### config.mk
export PLATFORM = sky130hd
export DESIGN_NAME = mem_stage_axil
export DESIGN_NICKNAME = d
export VERILOG_FILES = /design/src/rtl/mem_stage_axil_pkg.sv /design/src/rtl/mem_stage_tag_fifo.sv /design/src/rtl/mem_stage_axil.sv
export SDC_FILE = /design/constraint.sdc
export NUM_CORES = 1
export LEC_CHECK = 0
export CELL_PAD_IN_SITES_DETAIL_PLACEMENT = 0
export CELL_PAD_IN_SITES_GLOBAL_PLACEMENT = 1
export CORE_ASPECT_RATIO = 1.4
export CORE_MARGIN = 10
export CORE_UTILIZATION = 35
export DETAILED_ROUTE_END_ITERATION = 8
export GPL_TIMING_DRIVEN = 0
export PLACE_DENSITY = 0.85
export SLEW_MARGIN = 20
export SYNTH_ARGS = -nofsm -noshare
export SYNTH_HDL_FRONTEND = slang
export SYNTH_SLANG_ARGS = --single-unit
### constraint.sdc
create_clock -name i_Clock -period 2.65 [get_ports i_Clock]
set_input_delay 0.3975 -clock i_Clock [delete_from_list [all_inputs] [get_ports i_Clock]]
set_output_delay 0.3975 -clock i_Clock [all_outputs]
set_load 0.005 [all_outputs]
### src/rtl/mem_stage_axil_pkg.sv
// Shared memory-access definitions: load/store type codes, AXI response codes,
// and the lane-extract / strobe helpers reused by the core.
package mem_stage_axil_pkg;

  localparam int LS_SEL = 4;

  localparam logic [1:0] AXI_RESP_OKAY   = 2'b00;
  localparam logic [1:0] AXI_RESP_SLVERR = 2'b10;

  typedef enum logic [LS_SEL-1:0] {
    LS_TYPE_NONE = 4'd0,
    LS_TYPE_LB   = 4'd1,
    LS_TYPE_LH   = 4'd2,
    LS_TYPE_LW   = 4'd3,
    LS_TYPE_LBU  = 4'd4,
    LS_TYPE_LHU  = 4'd5,
    LS_TYPE_SB   = 4'd6,
    LS_TYPE_SH   = 4'd7,
    LS_TYPE_SW   = 4'd8
  } ls_type_e;

  function automatic logic f_Is_Load(input logic [LS_SEL-1:0] t);
    return t inside {LS_TYPE_LB, LS_TYPE_LH, LS_TYPE_LW, LS_TYPE_LBU, LS_TYPE_LHU};
  endfunction

  function automatic logic f_Is_Store(input logic [LS_SEL-1:0] t);
    return t inside {LS_TYPE_SB, LS_TYPE_SH, LS_TYPE_SW};
  endfunction

  function automatic logic f_Is_Misaligned(input logic [LS_SEL-1:0] t, input logic [1:0] off);
    if (t inside {LS_TYPE_LW, LS_TYPE_SW}) return off != 2'b00;
    if (t inside {LS_TYPE_LH, LS_TYPE_LHU, LS_TYPE_SH}) return off[0];
    return 1'b0;
  endfunction

  // Clears the low offset bits an access of this size cannot use.
  function automatic logic [1:0] f_Align_Offset(input logic [LS_SEL-1:0] t, input logic [1:0] off);
    if (t inside {LS_TYPE_LW, LS_TYPE_SW}) return 2'b00;
    if (t inside {LS_TYPE_LH, LS_TYPE_LHU, LS_TYPE_SH}) return {off[1], 1'b0};
    return off;
  endfunction

  function automatic logic [31:0] f_Lane_Extract(input logic [LS_SEL-1:0] t, input logic [1:0] off,
                                                 input logic [31:0] word);
    logic [7:0]  b;
    logic [15:0] h;
    b = word[{off, 3'b000} +: 8];
    h = off[1] ? word[31:16] : word[15:0];
    case (t)
      LS_TYPE_LB:  return {{24{b[7]}}, b};
      LS_TYPE_LBU: return {24'd0, b};
      LS_TYPE_LH:  return {{16{h[15]}}, h};
      LS_TYPE_LHU: return {16'd0, h};
      default:     return word;
    endcase
  endfunction

  function automatic logic [31:0] f_Store_Data(input logic [LS_SEL-1:0] t, input logic [31:0] d);
    case (t)
      LS_TYPE_SB: return {4{d[7:0]}};
      LS_TYPE_SH: return {2{d[15:0]}};
      default:    return d;
    endcase
  endfunction

  function automatic logic [3:0] f_Store_Strobe(input logic [LS_SEL-1:0] t, input logic [1:0] off);
    case (t)
      LS_TYPE_SB: return 4'b0001 << off;
      LS_TYPE_SH: return 4'b0011 << {off[1], 1'b0};
      LS_TYPE_SW: return 4'b1111;
      default:    return 4'b0000;
    endcase
  endfunction

endpackage

### src/rtl/mem_stage_tag_fifo.sv
// Synchronous tag FIFO holding per-load metadata until its R response returns.
// A push is accepted while full when a pop happens in the same cycle.
module mem_stage_tag_fifo #(
  parameter int WIDTH = 8,
  parameter int DEPTH = 2
) (
  input  logic             clk,
  input  logic             rst_n,
  input  logic             push,
  input  logic [WIDTH-1:0] push_data,
  input  logic             pop,
  output logic [WIDTH-1:0] pop_data,
  output logic             full,
  output logic             empty
);

  localparam int PTR_W = (DEPTH > 1) ? $clog2(DEPTH) : 1;
  localparam int CNT_W = $clog2(DEPTH + 1);

  logic [WIDTH-1:0] mem [DEPTH];
  logic [PTR_W-1:0] wr_ptr, rd_ptr;
  logic [CNT_W-1:0] count;
  logic             do_push, do_pop;

  assign full     = (count == CNT_W'(DEPTH));
  assign empty    = (count == '0);
  assign do_pop   = pop && !empty;
  assign do_push  = push && (!full || do_pop);
  assign pop_data = mem[rd_ptr];

  function automatic logic [PTR_W-1:0] next_ptr(input logic [PTR_W-1:0] p);
    return (p == PTR_W'(DEPTH - 1)) ? '0 : p + PTR_W'(1);
  endfunction

  // NOTE: storage has no reset; only pointers and count define which entries are live.
  always_ff @(posedge clk) begin
    if (do_push) mem[wr_ptr] <= push_data;
  end

  // NOTE: sequential state uses non-blocking assignments so every register samples pre-edge values.
  always_ff @(posedge clk or negedge rst_n) begin
    if (!rst_n) begin
      wr_ptr <= '0;
      rd_ptr <= '0;
      count  <= '0;
    end else begin
      if (do_push) wr_ptr <= next_ptr(wr_ptr);
      if (do_pop)  rd_ptr <= next_ptr(rd_ptr);
      case ({do_push, do_pop})
        2'b10:   count <= count + CNT_W'(1);
        2'b01:   count <= count - CNT_W'(1);
        default: ;
      endcase
    end
  end

endmodule

### src/rtl/mem_stage_axil.sv
// RV32 load/store stage driving an AXI-Lite master with in-order outstanding transactions.
// Define MEM_STAGE_MISALIGN_TRAP_EN to fault misaligned requests instead of aligning them.
module mem_stage_axil
  import mem_stage_axil_pkg::*;
#(
  parameter int XLEN            = 32,
  parameter int ADDR_WIDTH      = 32,
  parameter int RD_WIDTH        = 5,
  parameter int MAX_OUTSTANDING = 2
) (
  input  logic                  i_Clock,
  input  logic                  i_Reset_N,
  input  logic                  i_Req_Valid,
  output logic                  o_Req_Ready,
  input  logic [LS_SEL-1:0]     i_Load_Store_Type,
  input  logic [ADDR_WIDTH-1:0] i_Addr,
  input  logic [XLEN-1:0]       i_Store_Data,
  input  logic [RD_WIDTH-1:0]   i_Rd,
  output logic                  o_Wb_Valid,
  output logic [RD_WIDTH-1:0]   o_Wb_Rd,
  output logic [XLEN-1:0]       o_Wb_Data,
  output logic                  o_Store_Commit,
  output logic                  o_Fault,
  output logic                  o_Idle,
  output logic [ADDR_WIDTH-1:0] s_axil_araddr,
  output logic                  s_axil_arvalid,
  input  logic                  s_axil_arready,
  input  logic [XLEN-1:0]       s_axil_rdata,
  input  logic [1:0]            s_axil_rresp,
  input  logic                  s_axil_rvalid,
  output logic                  s_axil_rready,
  output logic [ADDR_WIDTH-1:0] s_axil_awaddr,
  output logic                  s_axil_awvalid,
  input  logic                  s_axil_awready,
  output logic [XLEN-1:0]       s_axil_wdata,
  output logic [3:0]            s_axil_wstrb,
  output logic                  s_axil_wvalid,
  input  logic                  s_axil_wready,
  input  logic [1:0]            s_axil_bresp,
  input  logic                  s_axil_bvalid,
  output logic                  s_axil_bready
);

  localparam int TAG_W = RD_WIDTH + LS_SEL + 2;
  localparam int CNT_W = $clog2(MAX_OUTSTANDING + 1);

  logic [CNT_W-1:0]      rd_pending, wr_pending;
  logic                  is_load, is_store, misalign;
  logic                  accept, issue_ld, issue_st, r_hs, b_hs;
  logic                  ld_room, st_room, kind_ok;
  logic [1:0]            offset;
  logic [ADDR_WIDTH-1:0] word_addr;
  logic [TAG_W-1:0]      tag_in, tag_out;
  logic                  tag_full, tag_empty;
  logic [RD_WIDTH-1:0]   tag_rd;
  logic [LS_SEL-1:0]     tag_type;
  logic [1:0]            tag_off;

  assign is_load   = f_Is_Load(i_Load_Store_Type);
  assign is_store  = f_Is_Store(i_Load_Store_Type);
  assign offset    = f_Align_Offset(i_Load_Store_Type, i_Addr[1:0]);
  assign word_addr = {i_Addr[ADDR_WIDTH-1:2], 2'b00};

`ifdef MEM_STAGE_MISALIGN_TRAP_EN
  assign misalign = f_Is_Misaligned(i_Load_Store_Type, i_Addr[1:0]);
`else
  assign misalign = 1'b0;
`endif

  assign s_axil_rready = (rd_pending != '0);
  assign s_axil_bready = (wr_pending != '0);
  assign r_hs          = s_axil_rvalid && s_axil_rready;
  assign b_hs          = s_axil_bvalid && s_axil_bready;

  // A response retiring this cycle frees its slot for a same-cycle accept.
  // NOTE: every always_comb output gets a default first so no latch is inferred.
  always_comb begin
    ld_room = !tag_full || r_hs;
    st_room = (wr_pending < CNT_W'(MAX_OUTSTANDING)) || b_hs;
    kind_ok = 1'b1;
    if (is_load)       kind_ok = ld_room && (wr_pending == '0);
    else if (is_store) kind_ok = st_room && (rd_pending == '0);
    o_Req_Ready = !s_axil_arvalid && !s_axil_awvalid && !s_axil_wvalid && kind_ok;
  end

  assign accept   = i_Req_Valid && o_Req_Ready;
  assign issue_ld = accept && is_load && !misalign;
  assign issue_st = accept && is_store && !misalign;

  assign tag_in   = {i_Rd, i_Load_Store_Type, offset};
  assign tag_rd   = tag_out[TAG_W-1 -: RD_WIDTH];
  assign tag_type = tag_out[LS_SEL+1:2];
  assign tag_off  = tag_out[1:0];

  mem_stage_tag_fifo #(
    .WIDTH (TAG_W),
    .DEPTH (MAX_OUTSTANDING)
  ) u_tag_fifo (
    .clk       (i_Clock),
    .rst_n     (i_Reset_N),
    .push      (issue_ld),
    .push_data (tag_in),
    .pop       (r_hs),
    .pop_data  (tag_out),
    .full      (tag_full),
    .empty     (tag_empty)
  );

  always_ff @(posedge i_Clock or negedge i_Reset_N) begin
    if (!i_Reset_N) begin
      rd_pending <= '0;
      wr_pending <= '0;
    end else begin
      case ({issue_ld, r_hs})
        2'b10:   rd_pending <= rd_pending + CNT_W'(1);
        2'b01:   rd_pending <= rd_pending - CNT_W'(1);
        default: ;
      endcase
      case ({issue_st, b_hs})
        2'b10:   wr_pending <= wr_pending + CNT_W'(1);
        2'b01:   wr_pending <= wr_pending - CNT_W'(1);
        default: ;
      endcase
    end
  end

  // AW and W are raised together but each drops on its own ready.
  always_ff @(posedge i_Clock or negedge i_Reset_N) begin
    if (!i_Reset_N) begin
      s_axil_arvalid <= 1'b0;
      s_axil_araddr  <= '0;
      s_axil_awvalid <= 1'b0;
      s_axil_awaddr  <= '0;
      s_axil_wvalid  <= 1'b0;
      s_axil_wdata   <= '0;
      s_axil_wstrb   <= '0;
    end else begin
      if (issue_ld) begin
        s_axil_arvalid <= 1'b1;
        s_axil_araddr  <= word_addr;
      end else if (s_axil_arready) begin
        s_axil_arvalid <= 1'b0;
      end
      if (issue_st) begin
        s_axil_awvalid <= 1'b1;
        s_axil_awaddr  <= word_addr;
      end else if (s_axil_awready) begin
        s_axil_awvalid <= 1'b0;
      end
      if (issue_st) begin
        s_axil_wvalid <= 1'b1;
        s_axil_wdata  <= f_Store_Data(i_Load_Store_Type, i_Store_Data);
        s_axil_wstrb  <= f_Store_Strobe(i_Load_Store_Type, offset);
      end else if (s_axil_wready) begin
        s_axil_wvalid <= 1'b0;
      end
    end
  end

  always_ff @(posedge i_Clock or negedge i_Reset_N) begin
    if (!i_Reset_N) begin
      o_Wb_Valid     <= 1'b0;
      o_Wb_Rd        <= '0;
      o_Wb_Data      <= '0;
      o_Store_Commit <= 1'b0;
      o_Fault        <= 1'b0;
    end else begin
      o_Wb_Valid     <= r_hs && (s_axil_rresp == AXI_RESP_OKAY);
      o_Store_Commit <= b_hs && (s_axil_bresp == AXI_RESP_OKAY);
      o_Fault        <= (r_hs && (s_axil_rresp != AXI_RESP_OKAY))
                     || (b_hs && (s_axil_bresp != AXI_RESP_OKAY))
                     || (accept && misalign);
      if (r_hs) begin
        o_Wb_Rd   <= tag_rd;
        o_Wb_Data <= f_Lane_Extract(tag_type, tag_off, s_axil_rdata);
      end
    end
  end

  assign o_Idle = tag_empty && (wr_pending == '0)
               && !s_axil_arvalid && !s_axil_awvalid && !s_axil_wvalid;

endmodule

==> qor.yml <==
outcome:
  outcome: "finished clean"
timing:
  hold_viol: 0
  fin_worst_setup_slack_ns: 0.05798
  max_slew_margin_pct: 39.17
  max_slew.worst_pin.slew_ns: 0.9091
  min_period_ns: 2.592
  hold_ws_ns: 0.3792
  fin_crit_sh_pct: 97.81
  final_worst_clock_skew_ns: 0.01523
  finalSetupViolCount: 0
  finalMaxSlewViolations: 0
  achievable-frequency_ghz: 0.3858
power_and_ir_drop:
  power.share.combinational_pct: 27.3
  cellLeakagePower_nw: 4.797
  power_density_nw_per_um2: 712.5
  seq_power_share_pct: 42.9
  power_switching_mw: 2.031
  share_clk_of_total_power_pct: 29.9
  p_int_mw: 5.910
  vdd_ir_drop_max_mv: 0.5511
  netSwitchingFraction_pct: 25.57
critical_path:
  crit_path_cell_trace: "buf_2 -> mux2i_2 -> mux4_2 -> a31oi_4 -> o21a_2 -> clkbuf_4 -> a21oi_1"
  cpMaxStageDelayCell: "mux4_2"
  end_kind: "flip-flop"
  critical_path_class: "flip-flop to flip-flop"
  timing.reg2reg.setup_slack_ns: 0.06
  max_stage_delay_ns: 0.59
  timing.rr.start: "u_tag_fifo.rd_ptr$_DFFE_PN0P_"
  r2r_end: "o_Wb_Data[28]$_DFFE_PN0P_"
  timing.critical_path.required_ns: 2.96
  crit_path_max_fanout: 10
  critPathArrivalTime_ns: 2.91
  worst-path-buf-inv: 2
  number_of_cells_on_the_worst_reg_to_reg_path: 7
  crit_path_start: "u_tag_fifo.rd_ptr$_DFFE_PN0P_"
  timing.critical_path.max_delay_family: "multiplexers"
  worstSetupStartpointType: "flip-flop"
logic_synthesis:
  ys_async_sr_fraction_pct: 86.98
  yosys_warnings: 0
  number_of_flops_mapped_to_enable_cells_by_yosys: 22
  avgSynthCellArea_um2: 11.91
  synth_top_area_share_pct: 49.09
  dominantRegCellSynth: "dfrtp_1"
  netlist_top_cells_area: "dfrtp_1, mux2_2, edfxtp_1, mux2i_1, nor2_1"
  synth.yosys.seq_area_share_pct: 57.91
  cell_with_the_most_instances_after_synthesis: "dfrtp_1"
  count_of_unique_library_cells_instantiated_by_yosys: 51
  post_synth_instance_area_um2: 7493
  synth.top_cells.by_count: "dfrtp_1, mux2_2, nor2_1"
  synthDominantAreaCellType: "dfrtp_1"
  postSynthRegisterBits: 169
  syn_inst: 629
final_layout:
  nets_finish: 1035
  drive_above_1_share_pct: 16.16
  area_growth_syn_to_layout_pct: 48.72
  finish.utilization_pct: 52.75
drt:
  route.vias.total: 5934
  postRouteWirelength_mm: 23.91
  route.detailed.vias_per_inst: 4.991
  remaining_drc_errors: 0
  routed_wire_length_per_instance_um: 20.11
  drt_iter0_markers: 258
  drt_first_pass_iters: 4
  antenna_violating_nets_post_route: 0
clock_network:
  clock-root-buffer: "clkbuf_16"
  clock_latency_at_the_later_pin_of_the_worst_skew_pair_ns: 0.44
  cts_buffer_depth: 2
  tritoncts_buffers: 17
  clock_transition_at_the_register_clock_pins_on_the_worst_setup_and_hold_paths_after_cts_ns: 0.06
  cts_tree: "built"
  cts_sinks: 169
  cts_htree_levels: 4
place:
  dpl.hpwl_mm: 18.33
  gp_congestion: 0.8575
  place_ws_ns: -0.9382
  io_buffer_count: 259
grt:
  globalRouteOverflowTotal: 0
  grt_antenna_before_repair: 1
  first_global_vias: 6488
  grt_max_degree: 89
  grtUsageTotal_pct: 17.27
  grt_first_pass_wirelength_mm: 36.67
worst_hold_path:
  whs_endpoint: "u_tag_fifo.mem[1][5]$_DFFE_PP_"
  hold_start: "i_Load_Store_Type[3]"
  worst_hold_path.num_cells: 1
  worst_min_delay_path_category: "primary input to flip-flop"
die:
  initial_utilization_pct: 35.47
  fp-row-count: 63
  die_footprint_um2: 27750
  floorplan.io_pins: 264
  die_height_um: 193.1
  die_w_um: 143.7
  core_um2: 21130
flow_run:
  maxCapViolations: 0
## final cells by class
| class | count | area (µm²) |
|---|---|---|
| Tap cell | 260 | 325.3 |
| Antenna cell | 1 | 2.502 |
| Fill cell | 1910 | 9981 |
| Clock buffer | 24 | 481.7 |
| Buffer | 35 | 225.2 |
| Sequential cell | 169 | 4339 |
| Inverter | 16 | 60.06 |
| Timing Repair Buffer | 266 | 2678 |
| Clock inverter | 8 | 70.07 |
| Multi-Input combinational cell | 410 | 2963 |
## per-stage QoR
| stage | setup TNS (ns) | area, µm² | power [mW] | instances |
|---|---|---|---|---|
| 3_5_place_dp | -63.64 | 10460 | 5.631 | 1152 |
| 5_1_grt | -0.0002409 | 11140 | 8.330 | 1189 |
| 6_report | 0 | 11140 | 7.941 | 1189 |
| 2_1_floorplan | 0 | 7511 | 4.091 | 632 |
| 4_1_cts | 0 | 11120 | 8.051 | 1189 |
| 3_3_place_gp | -814.59 | 10430 | 5.599 | 1151 |
## worst max-delay path by stage
stage	to	slack, ns	depth (start not counted)
after floorplan	wr_pending[1]$_DFFE_PN0P_	0.009	11
after CTS	s_axil_awaddr[8]$_DFFE_PN0P_	0.004	8
after global placement	s_axil_awaddr[12]$_DFFE_PN0P_	-5.16	1
after global routing	o_Wb_Data[24]$_DFFE_PN0P_	-0.0002	7
final	o_Wb_Data[28]$_DFFE_PN0P_	0.06	7
after detailed placement	wr_pending[1]$_DFFE_PN0P_	-0.94	12
## routing by layer
layer,wire [µm],GRT usage [%]
met2,12580,30.77
met4,460,6.496
met5,0,0
met1,8729,17.64
met3,2139,7.206
## cells by family (layout without fill, tap and decap cells)
family          count (synthesis)  in the layout  synth area share, %
compound gates                119            119                10.30
xor+xnor                       13             13                1.519
fa+ha+maj                       5              5               0.7681
buf+inv                        53            349                3.406
flops                         169            169                57.91
mux                           122            122                17.78
other cells                     1              5              0.05004
simple gates                  147            147                8.265
## cell usage in the layout, fill, tap and decap left out, types with 12 or more instances in the layout
master / netlist / routed
clkbuf_1: 12 / 12
nor2_1: 62 / 62
dfrtp_1: 147 / 147
mux2_2: 79 / 79
a21oi_1: 36 / 35
clkbuf_16: 0 / 17
clkdlybuf4s50_1: 0 / 253
inv_1: 16 / 15
a31oi_1: 14 / 13
o21ai_0: 26 / 25
mux2i_1: 42 / 41
nand2_1: 60 / 60
edfxtp_1: 22 / 22
## sequential cells by signal, indices dropped and copies added (netlist names), 2 cells and up
register          cells
o_Wb_Rd               5
u_tag_fifo.count      2
s_axil_wdata         32
s_axil_araddr        30
u_tag_fifo.mem       22
rd_pending            2
s_axil_awaddr        30
s_axil_wstrb          4
o_Wb_Data            32
wr_pending            2
## power groups by stage
stage / Combinational [mW] / Sequential [mW] / Clock (mW)
after detailed placement: 2.18 / 3.45 / 0
after floorplan: 0.612 / 3.48 / 0
after CTS: 2.21 / 3.41 / 2.43
after global placement: 2.17 / 3.43 / 0
after global routing: 2.34 / 3.47 / 2.52
final: 2.17 / 3.40 / 2.37
## repair_timing
item	CTS	global route
resized for setup	22	9
setup endpoints to repair	124	103
hold buffers	1	0
pin swaps	2	1
buffers inserted	5	0
endpoints found under the hold margin	59	0
Note: power is estimated with default switching activity, not from simulation.
